===== src/rtl/crc_pkg.sv =====
// Shared CRC-9 definitions for the generator and the frame checker.
// Frame layout, generator polynomial, and the checker state type.
package crc_pkg;

  localparam int DATA_W    = 10;
  localparam int CRC_W     = 9;
  localparam int FRAME_LEN = DATA_W + CRC_W;
  localparam int CNT_W     = $clog2(FRAME_LEN);

  // G(x) = x^9 + x^8 + x^7 + x + 1, x^9 implicit
  localparam logic [CRC_W-1:0] POLY = 9'h183;

  typedef enum logic [1:0] {
    IDLE,
    RECV,
    HOLD
  } state_t;

endpackage


===== src/rtl/crc9_serial_div.sv =====
// Bit-serial polynomial divider by POLY, one dividend bit per step.
// Ports: clk, reset, clear (restart at zero), step, bit_in -> rem.
module crc9_serial_div
  import crc_pkg::*;
(
  input  logic             clk,
  input  logic             reset,
  input  logic             clear,
  input  logic             step,
  input  logic             bit_in,
  output logic [CRC_W-1:0] rem
);

  logic [CRC_W-1:0] base;
  logic [CRC_W-1:0] nxt;

  // clear and step together: the stepped bit is the first of a new division
  always_comb begin
    base = clear ? '0 : rem;
    nxt  = {base[CRC_W-2:0], bit_in}
         ^ (base[CRC_W-1] ? POLY : '0);
  end

  always_ff @(posedge clk) begin
    if (reset) begin
      rem <= '0;
    end else if (step) begin
      rem <= nxt;
    end else if (clear) begin
      rem <= '0;
    end
  end

endmodule


===== config.mk =====
export PLATFORM = sky130hd
export DESIGN_NAME = crc9_serial_div
export DESIGN_NICKNAME = d
export VERILOG_FILES = /design/src/rtl/crc_pkg.sv /design/src/rtl/crc9_serial_div.sv
export SDC_FILE = /design/constraint.sdc
export NUM_CORES = 1
export LEC_CHECK = 0
export ABC_AREA = 1
export CAP_MARGIN = 10
export CELL_PAD_IN_SITES_DETAIL_PLACEMENT = 0
export CELL_PAD_IN_SITES_GLOBAL_PLACEMENT = 1
export CORE_UTILIZATION = 32
export CTS_BUF_LIST = sky130_fd_sc_hd__clkbuf_2
export DETAILED_ROUTE_END_ITERATION = 6
export PLACE_DENSITY = 0.89
export SETUP_SLACK_MARGIN = 0.2
export SLEW_MARGIN = 5
export SYNTH_ARGS = -nofsm -noshare
export SYNTH_HDL_FRONTEND = slang
export SYNTH_SLANG_ARGS = --single-unit
export TNS_END_PERCENT = 10

===== constraint.sdc =====
create_clock -name clk -period 0.9 [get_ports clk]
set_input_delay 0.09 -clock clk [delete_from_list [all_inputs] [get_ports clk]]
set_output_delay 0.09 -clock clk [all_outputs]
set_load 0.005 [all_outputs]

==> results of run 1 <==
metal layers:
metal / share of wire / vias to the layer above
met4: 0 / 0
met2: 0.46 / 11
met5: 0 / -
met3: 0.035 / 0
met1: 0.51 / 216
li1: - / 256
logic make-up (layout without fill, tap and decap cells):
| kind of cell | count (synthesis) | in the layout |
|---|---|---|
| DFF | 9 | 9 |
| and+or+nand+nor | 33 | 33 |
| buffers and inverters | 13 | 39 |
| AOI/OAI and AO/OA | 8 | 8 |
tightest hold or removal path: stages:
cell	delay (ps)
dlygate4sd2_1	240
buf_6	150
a21oi_1	70
path summary, 6_finish.rpt:
check / startpoint / end / cells past startpoint
worst max register to register: rem[0] / rem[1] / 6
worst min-delay path: step / rem[0] / 3
worst min register to register: rem[5] / rem[6] / 3
worst max-delay path: rem[0] / rem[1] / 6
where the power goes:
group	internal, mW	total [mW]	switching [mW]
combinational	0.0628	0.123	0.0606
clock	0.118	0.260	0.142
sequential	0.408	0.413	0.00484
layout make-up:
type	count	area [um2]	area share
Timing Repair Buffer	25	200	0.299
Multi-Input combinational cell	41	199	0.297
Sequential cell	9	191	0.286
Inverter	10	40.0	0.0598
Clock buffer	4	20.0	0.0299
Tap cell	15	18.8	0.0280
metrics by stage:
stage          cell area [um2]  worst slack (ps)  utilization  instances
2_1_floorplan              460               158            -         63
3_3_place_gp               646              -186        0.490         98
3_5_place_dp               646              -220        0.490         98
4_1_cts                    663             -7.95        0.503        104
5_1_grt                    669             -70.4        0.508        104
6_report                   669             -18.5        0.508        104
repair_timing:
action | CTS | global route
gates resized for setup | 47 | 1
endpoints found under the setup margin | 18 | 18
buffers inserted | 2 | 0
cells in the final DEF (no fill, tap or decap):
cell type and instances:
nand3_1 15, inv_1 8, buf_2 7, clkdlybuf4s50_1 3, a21oi_1 8, nand3_2 2
buf_6 5, dlygate4sd2_1 1, dfxtp_2 9, inv_4 1, nor2_1 2, buf_4 8
nand3b_1 1, inv_2 1, nand2_1 13, clkbuf_2 4, clkdlybuf4s15_1 1
==> impl_results.md, run 1 <==
- Worst hold path class: in -> reg
- List of most frequent post-synthesis cells: nand3_1 (15), nand2_1 (13), dfxtp_1 (9), inv_1 (9), a21oi_1 (8)
- Met3 usage: 0.0511
- Fillers: 132
- RSZ-0062 raised after global routing: yes
- Max_cap viols: 0
- CP bufs+invs: 3
- R2r setup slk: -20 ps
- Worst Path Required: 1090 ps
- Routed len/inst: 8.94 um
- Design Power: 797 uW
- Fin. max-slew vios: 0
- Crit path capture type: flop
- Share of cells above drive strength 1: 0.416
- Overall Global Routing Usage: 0.153
- Starting Density: 0.348
- Ranking of synthesized cells by area: dfxtp_1 (39%), nand3_1 (16%), nand2_1 (11%), a21oi_1 (8.7%), inv_1 (7.4%)
- Simple-gate share of the synthesized area: 0.347
- PD cells: 1190 nW/um2
- Most used DFF post-synth: dfxtp_1
- Ant. Diodes: 0
- Worst path max stage delay: 340 ps
- Top cell type's share of synthesized area: 0.393
- Clk_lat worst skew: ~240 ps
- Max IR drop VDD: ~0.58 mV
- Grt met2 use: 0.209
- Die height: 39.8 um
- Syn Nets: just under 70
- Syn_area_per_cell: 7.27 um2
- Clock root cell: clkbuf_2
- Total Wirelength: between 900 and 1000 um
- Max_slew headroom: 0.874
- Detailed placement HPWL: 661 um
- Synth-to-layout area growth: 46.2%
- Nets: 95
- Family with the most delay on the worst path: flip-flops
- Overflow after GRT: 0
- Synthesized area: 458 um2
- Post-synth top area cell: dfxtp_1
- Compound-Gate Fraction of Synth Area: 0.0874
- Setup CP Type: reg -> reg
- Std cell rows: 13
- Leakage power: 0.325 nW
- Vias in the first global route: approximately 360
- F_max: 1.09 GHz
- Drc violations: 0
- CP Launch Type: flop
- CTS Buffer Depth: 2
- Main combinational cell family by area after synthesis: simple AND/OR/NAND/NOR gates
- Outcome: finished, violations left
- DIE AREA: approximately 1600 um2
- Crit-path max FO: 3
- Num CTS Buffers: 3
- Clock sinks: 9
- Post-Synth XOR/XNOR Area: 0
- Clk pin slew, worst setup/hold paths: 100 ps
- Drt first pass iters: 4
- Placeable Area: 1320 um2
- RePlAce Congestion: 0.728
- H-tree depth: 1
- Initial antenna violation count: 0
- Number of synthesized register bits: 9
- CP max-delay cell: dfxtp_2
- Setup TNS: -18.5 ps
- Fin Clk Skew: 6.64 ps
- Most frequent CP cell: buf_6
- DR vias: between 400 and 500
- Tcrit/Tclk final: 1.02
- PnR worst setup slack: -18.5 ps
- Initial DRC Count: 12
- Largest net degree at the start of global routing: 20
- Violated checks: negative setup slack
- Final Setup Violations: 1
- Fin. Hold Viols: 0
- Reg with most FFs: rem
- Most common cell in the netlist: nand3_1
- Largest register FFs: 9
- CTS tree: yes
- Worst Tran Pin Value: 189 ps
- Global-route wire length before repair: 1520 um
- Async set-reset flop share out of synthesis: 0
- Gr busiest metal: met2
- CP cell instances: buf_6 -> buf_6 -> nand3b_1 -> nand3_1 -> nand2_1 -> inv_1
- Die W: 39.8 um
- Routed vias/inst: about 4.6
- Yosys cell types: 12
- Met1 global-route usage: 0.186
- Adder-Cell Fraction of Synth Area: 0
- Post-synth EDFFs: 0
- Post-synthesis mux area share: 0
- Crit path DAT: approximately 1100 ps
- # IOs: 14
- # hold bufs at CTS: 0
- Min Clock Period, post-route: 919 ps
- Largest regs: rem x9
- Ys Warns: 0
- Post-route ant nets: 0
- Post-synthesis sequential area ratio: 0.393
- Cell count after synthesis: 63
- Port bufs: 13
- Hold Slack: between 300 and 400 ps
(Power assumes the default switching activity.)
==> run 2: changes to the inputs <==
CORE_MARGIN = 5   (was default)
==> impl_results.md, run 2 (synthesis results as in run 1) <==
- Outcome: finished, final reports clean (was finished, violations left)
- Commonest non-fill, non-tap cell in the layout: nand3_1 (unchanged)
- Routed vias/inst: 4.64 (about the same)
- Overall Global Routing Usage: 0.101 (was 0.153)
- # hold bufs at CTS: 0 (unchanged)
- PD cells: 1190 nW/um2 (about the same)
- Worst hold path class: in -> reg (unchanged)
- H-tree depth: 1 (unchanged)
- Post-Layout Cell Count: 106 (was 104)
- # IOs: 14 (unchanged)
- Inst Count DP: 99 (was 98)
- Total Wirelength: 1030 um (was 930 um)
- Worst Path Required: 1040 ps (was 1090 ps)
- Nets: 97 (was 95)
- Multi-input logic area: 211 um2 (was 199 um2)
- Starting Density: 0.343 (was 0.348)
- Worst Tran Pin Value: 414 ps (was 189 ps)
- Die height: 47.8 um (was 39.8 um)
- Die W: 47.8 um (was 39.8 um)
- Largest register FFs: 9 (unchanged)
- Largest net degree at the start of global routing: 11 (was 20)
- Tcrit/Tclk final: 0.912 (was 1.02)
- Fin Clk Skew: 5.20 ps (was 6.64 ps)
- Fillers: 146 (was 132)
- Synth-to-layout area growth: 48.9% (was 46.2%)
- Vias in the first global route: 429 (was 359)
- F_max: 1.22 GHz (was 1.09 GHz)
- Detailed placement HPWL: 723 um (was 661 um)
- CTS tree: yes (unchanged)
- RePlAce Congestion: 0.730 (was 0.728)
- Drt first pass iters: 3 (was 4)
- Setup CP Type: in -> reg (was reg -> reg)
- DIE AREA: 2290 um2 (was 1590 um2)
- Max_cap viols: 0 (unchanged)
- Drc violations: 0 (unchanged)
- Leakage power: 0.326 nW (was 0.325 nW)
- Initial antenna violation count: 0 (unchanged)
- Std cell rows: 13 (unchanged)
- Design Power: 810 uW (was 797 uW)
- Clock sinks: 9 (unchanged)
- Reg area: 191 um2 (unchanged)
- CP Launch Type: input port (was flop)
- Crit-path max FO: 4 (was 3)
- Fin. Hold Viols: 0 (unchanged)
- Routed len/inst: 9.74 um (was 8.94 um)
- CTS Buffer Depth: 2 (unchanged)
- Post-route ant nets: 0 (unchanged)
- Global-route wire length before repair: 1640 um (was 1520 um)
- Final Setup Violations: 0 (was 1)
- Reg with most FFs: rem (unchanged)
- Port bufs: 13 (unchanged)
- Share of cells above drive strength 1: 0.484 (was 0.416)
- Ant. Diodes: 0 (unchanged)
- Placeable Area: 1330 um2 (was 1320 um2)
- Crit path capture type: flop (unchanged)
- Initial DRC Count: 8 (was 12)
- Max_slew headroom: 0.724 (was 0.874)
- RSZ-0062 raised after global routing: yes (unchanged)
- Clock root cell: clkbuf_2 (unchanged)
- Largest regs: rem x9 (unchanged)
- Clk_lat worst skew: 240 ps (about the same)
- Min Clock Period, post-route: 821 ps (was 919 ps)
- Max IR drop VDD: 0.613 mV (was 0.579 mV)
- Num CTS Buffers: 3 (unchanged)
- Overflow after GRT: 0 (unchanged)
- Most frequent cells in the layout: nand3_1 (14), nand2_1 (13), buf_2 (9), buf_4 (9), dfxtp_2 (9) (was nand3_1 (15), nand2_1 (13), dfxtp_2 (9))
- DR vias: 492 (was 483)
- Clk pin slew, worst setup/hold paths: 100 ps (about the same)
- Fin. max-slew vios: 0 (unchanged)
- Crit path DAT: 960 ps (was 1100 ps)
run 2: changes by cell type in the layout (fill, tap and decap cells not counted):
cell / change
nor2_4: +1
buf_4: +1
inv_2: +2
nand3_2: +1
buf_6: -2
buf_2: +2
inv_1: -2
nor2_1: -1
nand3_1: -1
clkdlybuf4s15_1: -1
clkinvlp_4: +2
run 2: worst max-delay path: stages:
cell           delay [ps]
dlygate4sd2_1         450
clkinvlp_4            250
nand3_1               100
a21oi_1                60
run 2: area by class of cell:
type | instances | area share
multi-input combinational | 41 | 0.310
tap | 15 | 0.0275
sequential | 9 | 0.281
clock buffer | 4 | 0.0294
timing repair inverter | 2 | 0.0220
timing repair buffer | 25 | 0.272
inverter | 10 | 0.0587
run 2: final timing paths:
kind / start / endpoint / slack, ps / cells after the start
setup / recovery: clear / rem[3] / 80 / 4
hold / removal: reset / rem[6] / 500 / 2
setup reg to reg: rem[8] / rem[1] / 80 / 6
hold reg to reg: rem[5] / rem[6] / 600 / 3
run 2: routing by layer:
layer | track usage | up-vias | wire (um)
met5 | 0 | - | 0
met4 | 0.0806 | 0 | 19
met3 | 0.0150 | 2 | 38
met2 | 0.158 | 7 | 478
met1 | 0.121 | 222 | 495
li1 | - | 261 | -
run 2: what timing repair did:
item                       CTS  global route
hold endpoints to repair     0             0
setup endpoints to repair   18            18
gates cloned                 2             0
pin swaps                    4             2
resized for setup           49             5
buffers inserted             1             0
run 2: where the power goes:
part / total (mW) / switching [mW] / internal (mW) / leakage, nW
sequential: 0.413 / 0.00477 / 0.408 / 0.0773
clock: 0.266 / 0.148 / 0.118 / 0.0166
combinational: 0.130 / 0.0694 / 0.0611 / 0.232
total: 0.810 / 0.222 / 0.588 / 0.326
run 2: stage by stage:
stage	cell area, um2	setup WS, ps	TNS [ps]	util	hold slack (ps)
floorplan	460	158	0	-	300
global placement	653	-185	-1400	0.490	544
detailed placement	653	-220	-1540	0.490	549
CTS	668	77.1	0	0.501	487
global route	682	24.6	0	0.511	513
finish	682	79.1	0	0.511	497
==> run 3: changes to the inputs <==
CTS_CLUSTER_SIZE = 24   (was default)
GPL_ROUTABILITY_DRIVEN = 1   (was default)
REMOVE_ABC_BUFFERS = 1   (was default)
==> impl_results.md, run 3 (synthesis results as in run 1) <==
- Outcome: finished, final reports clean (unchanged)
- Multi-input logic area: 215 um2 (was 211 um2)
- Fin. max-slew vios: 0 (unchanged)
- RSZ-0062 raised after global routing: yes (unchanged)
- Std cell rows: 13 (unchanged)
- CTS tree: yes (unchanged)
- Post-route ant nets: 0 (unchanged)
- H-tree depth: 1 (unchanged)
- Ant. Diodes: 0 (unchanged)
- Worst R2R End: rem[0] (was rem[1])
- Overall Global Routing Usage: 0.120 (was 0.101)
- Tcrit/Tclk final: 0.919 (was 0.912)
- Wire length on met3: 79 um (was 38 um)
- Reg area: 191 um2 (unchanged)
- Clock sinks: 9 (unchanged)
- Reg with most FFs: rem (unchanged)
- Crit-path max FO: 6 (was 4)
- RePlAce Congestion: 0.736 (was 0.730)
- Initial DRC Count: 14 (was 8)
- Starting Density: 0.343 (unchanged)
- Sink of the worst hold path: rem[0] (was rem[6])
- Routed vias/inst: 4.66 (was 4.64)
- Wl on met1: 511 um (was 495 um)
- Clk_lat worst skew: 270 ps (was 240 ps)
- Largest register FFs: 9 (unchanged)
- Clock root cell: clkbuf_2 (unchanged)
- Crit path DAT: 1040 ps (was 960 ps)
- CTS Buffer Depth: 2 (unchanged)
- Nets: 100 (was 97)
- PD cells: 1140 nW/um2 (was 1190 nW/um2)
- Num CTS Buffers: 3 (unchanged)
- Clk pin slew, worst setup/hold paths: 110 ps (was 100 ps)
- Global-route wire length before repair: 1850 um (was 1640 um)
- Crit path capture type: flop (unchanged)
- Fin. Hold Viols: 0 (unchanged)
- Max_cap viols: 0 (unchanged)
- Hold Startpoint: step (was reset)
- Total Wirelength: 1150 um (was 1030 um)
- Max_slew headroom: 0.818 (was 0.724)
- R2R depth: 5 (was 6)
- Placeable Area: 1330 um2 (unchanged)
- Port bufs: 13 (unchanged)
- Die height: 47.8 um (unchanged)
- Share of cells above drive strength 1: 0.532 (was 0.484)
- Worst hold path class: in -> reg (unchanged)
- Max IR drop VDD: 0.601 mV (was 0.613 mV)
- Reg2reg start: rem[8] (unchanged)
- Fin Clk Skew: 13.4 ps (was 5.20 ps)
- Drc violations: 0 (unchanged)
- Leakage power: 0.357 nW (was 0.326 nW)
- # hold bufs at CTS: 0 (unchanged)
- Routed len/inst: 10.6 um (was 9.74 um)
- DR vias: 508 (was 492)
- Post-Layout Cell Count: 109 (was 106)
- F_max: 1.21 GHz (was 1.22 GHz)
- Initial antenna violation count: 0 (unchanged)
- Detailed placement HPWL: 758 um (was 723 um)
- Fillers: 127 (was 146)
- R2r setup slk: 70 ps (was 80 ps)
- Largest regs: rem x9 (unchanged)
- Worst Path Required: 1110 ps (was 1040 ps)
- Worst Tran Pin Value: 274 ps (was 414 ps)
- Largest net degree at the start of global routing: 11 (unchanged)
- DP Worst Slack: -226 ps (was -220 ps)
- # IOs: 14 (unchanged)
- Die W: 47.8 um (unchanged)
- Vias in the first global route: 457 (was 429)
- Synth-to-layout area growth: 60.1% (was 48.9%)
- PnR worst setup slack: 72.6 ps (was 79.1 ps)
- Drt first pass iters: 4 (was 3)
- CP Launch Type: flop (was input port)
- Highest Signal Layer: met4 (unchanged)
- DIE AREA: 2290 um2 (unchanged)
- Inst Count DP: 100 (was 99)
- Most frequent cells in the layout: nand3_1 (13), nand2_1 (13), buf_4 (12), dfxtp_2 (9) (was nand3_1 (14), nand2_1 (13), buf_2 (9), buf_4 (9), dfxtp_2 (9))
- Overflow after GRT: 0 (unchanged)
- Final Setup Violations: 0 (unchanged)
- DR WL met2: 513 um (was 478 um)
- Min Clock Period, post-route: 827 ps (was 821 ps)
- Setup CP Type: reg -> reg (was in -> reg)
- Hold path depth: 3 (was 2)
run 3: critical path, stage by stage, from the launching register on:
cell	delay, ps
dfxtp_2	350
buf_6	110
nand2_1	60
nand2_1	60
nand2_1	60
a21oi_2	130
run 3: worst max-delay path by stage:
stage / start / cells past startpoint / slack (ps) / endpoint
detailed placement: clear / 6 / -230 / rem[0]
finish: rem[8] / 5 / 70 / rem[0]
global route: rem[0] / 5 / 0.03 / rem[1]
floorplan: rem[8] / 5 / 100 / rem[1]
CTS: rem[7] / 7 / 50 / rem[8]
global placement: clear / 6 / -220 / rem[0]
run 3: power breakdown:
| part | total [mW] | internal (mW) | switching, mW |
|---|---|---|---|
| Sequential | 0.414 | 0.409 | 0.00554 |
| Combinational | 0.145 | 0.0741 | 0.0712 |
| Clock | 0.278 | 0.118 | 0.160 |
| Total | 0.837 | 0.601 | 0.237 |
run 3: repair_timing:
item | in CTS | in global routing
gates resized for setup | 49 | 13
gates cloned | 1 | 0
setup endpoints to repair | 18 | 18
pin swaps | 3 | 3
setup buffers | 4 | 0
run 3: layout make-up:
class / count / share of cell area
multi-input cells: 41 / 0.294
inverters: 10 / 0.0546
flip-flops and latches: 9 / 0.261
repair inverters: 1 / 0.0102
clock buffers: 4 / 0.0273
repair buffers: 29 / 0.328
well taps: 15 / 0.0256
run 3: stage by stage:
| stage | TNS (ps) | instance area [um2] | hold slack [ps] | util | power (mW) |
|---|---|---|---|---|---|
| 2_1_floorplan | 0 | 419 | 159 | - | 0.466 |
| 5_1_grt | 0 | 733 | 225 | 0.550 | 0.893 |
| 6_report | 0 | 733 | 218 | 0.550 | 0.837 |
| 4_1_cts | 0 | 687 | 441 | 0.515 | 0.837 |
| 3_3_place_gp | -1560 | 658 | 552 | 0.493 | 0.543 |
| 3_5_place_dp | -1670 | 658 | 555 | 0.493 | 0.544 |
run 3: metal layers:
layer	up-vias	global-route usage
li1	265	-
met1	222	0.146
met2	16	0.172
met3	5	0.0263
met4	0	0.113
met5	-	0
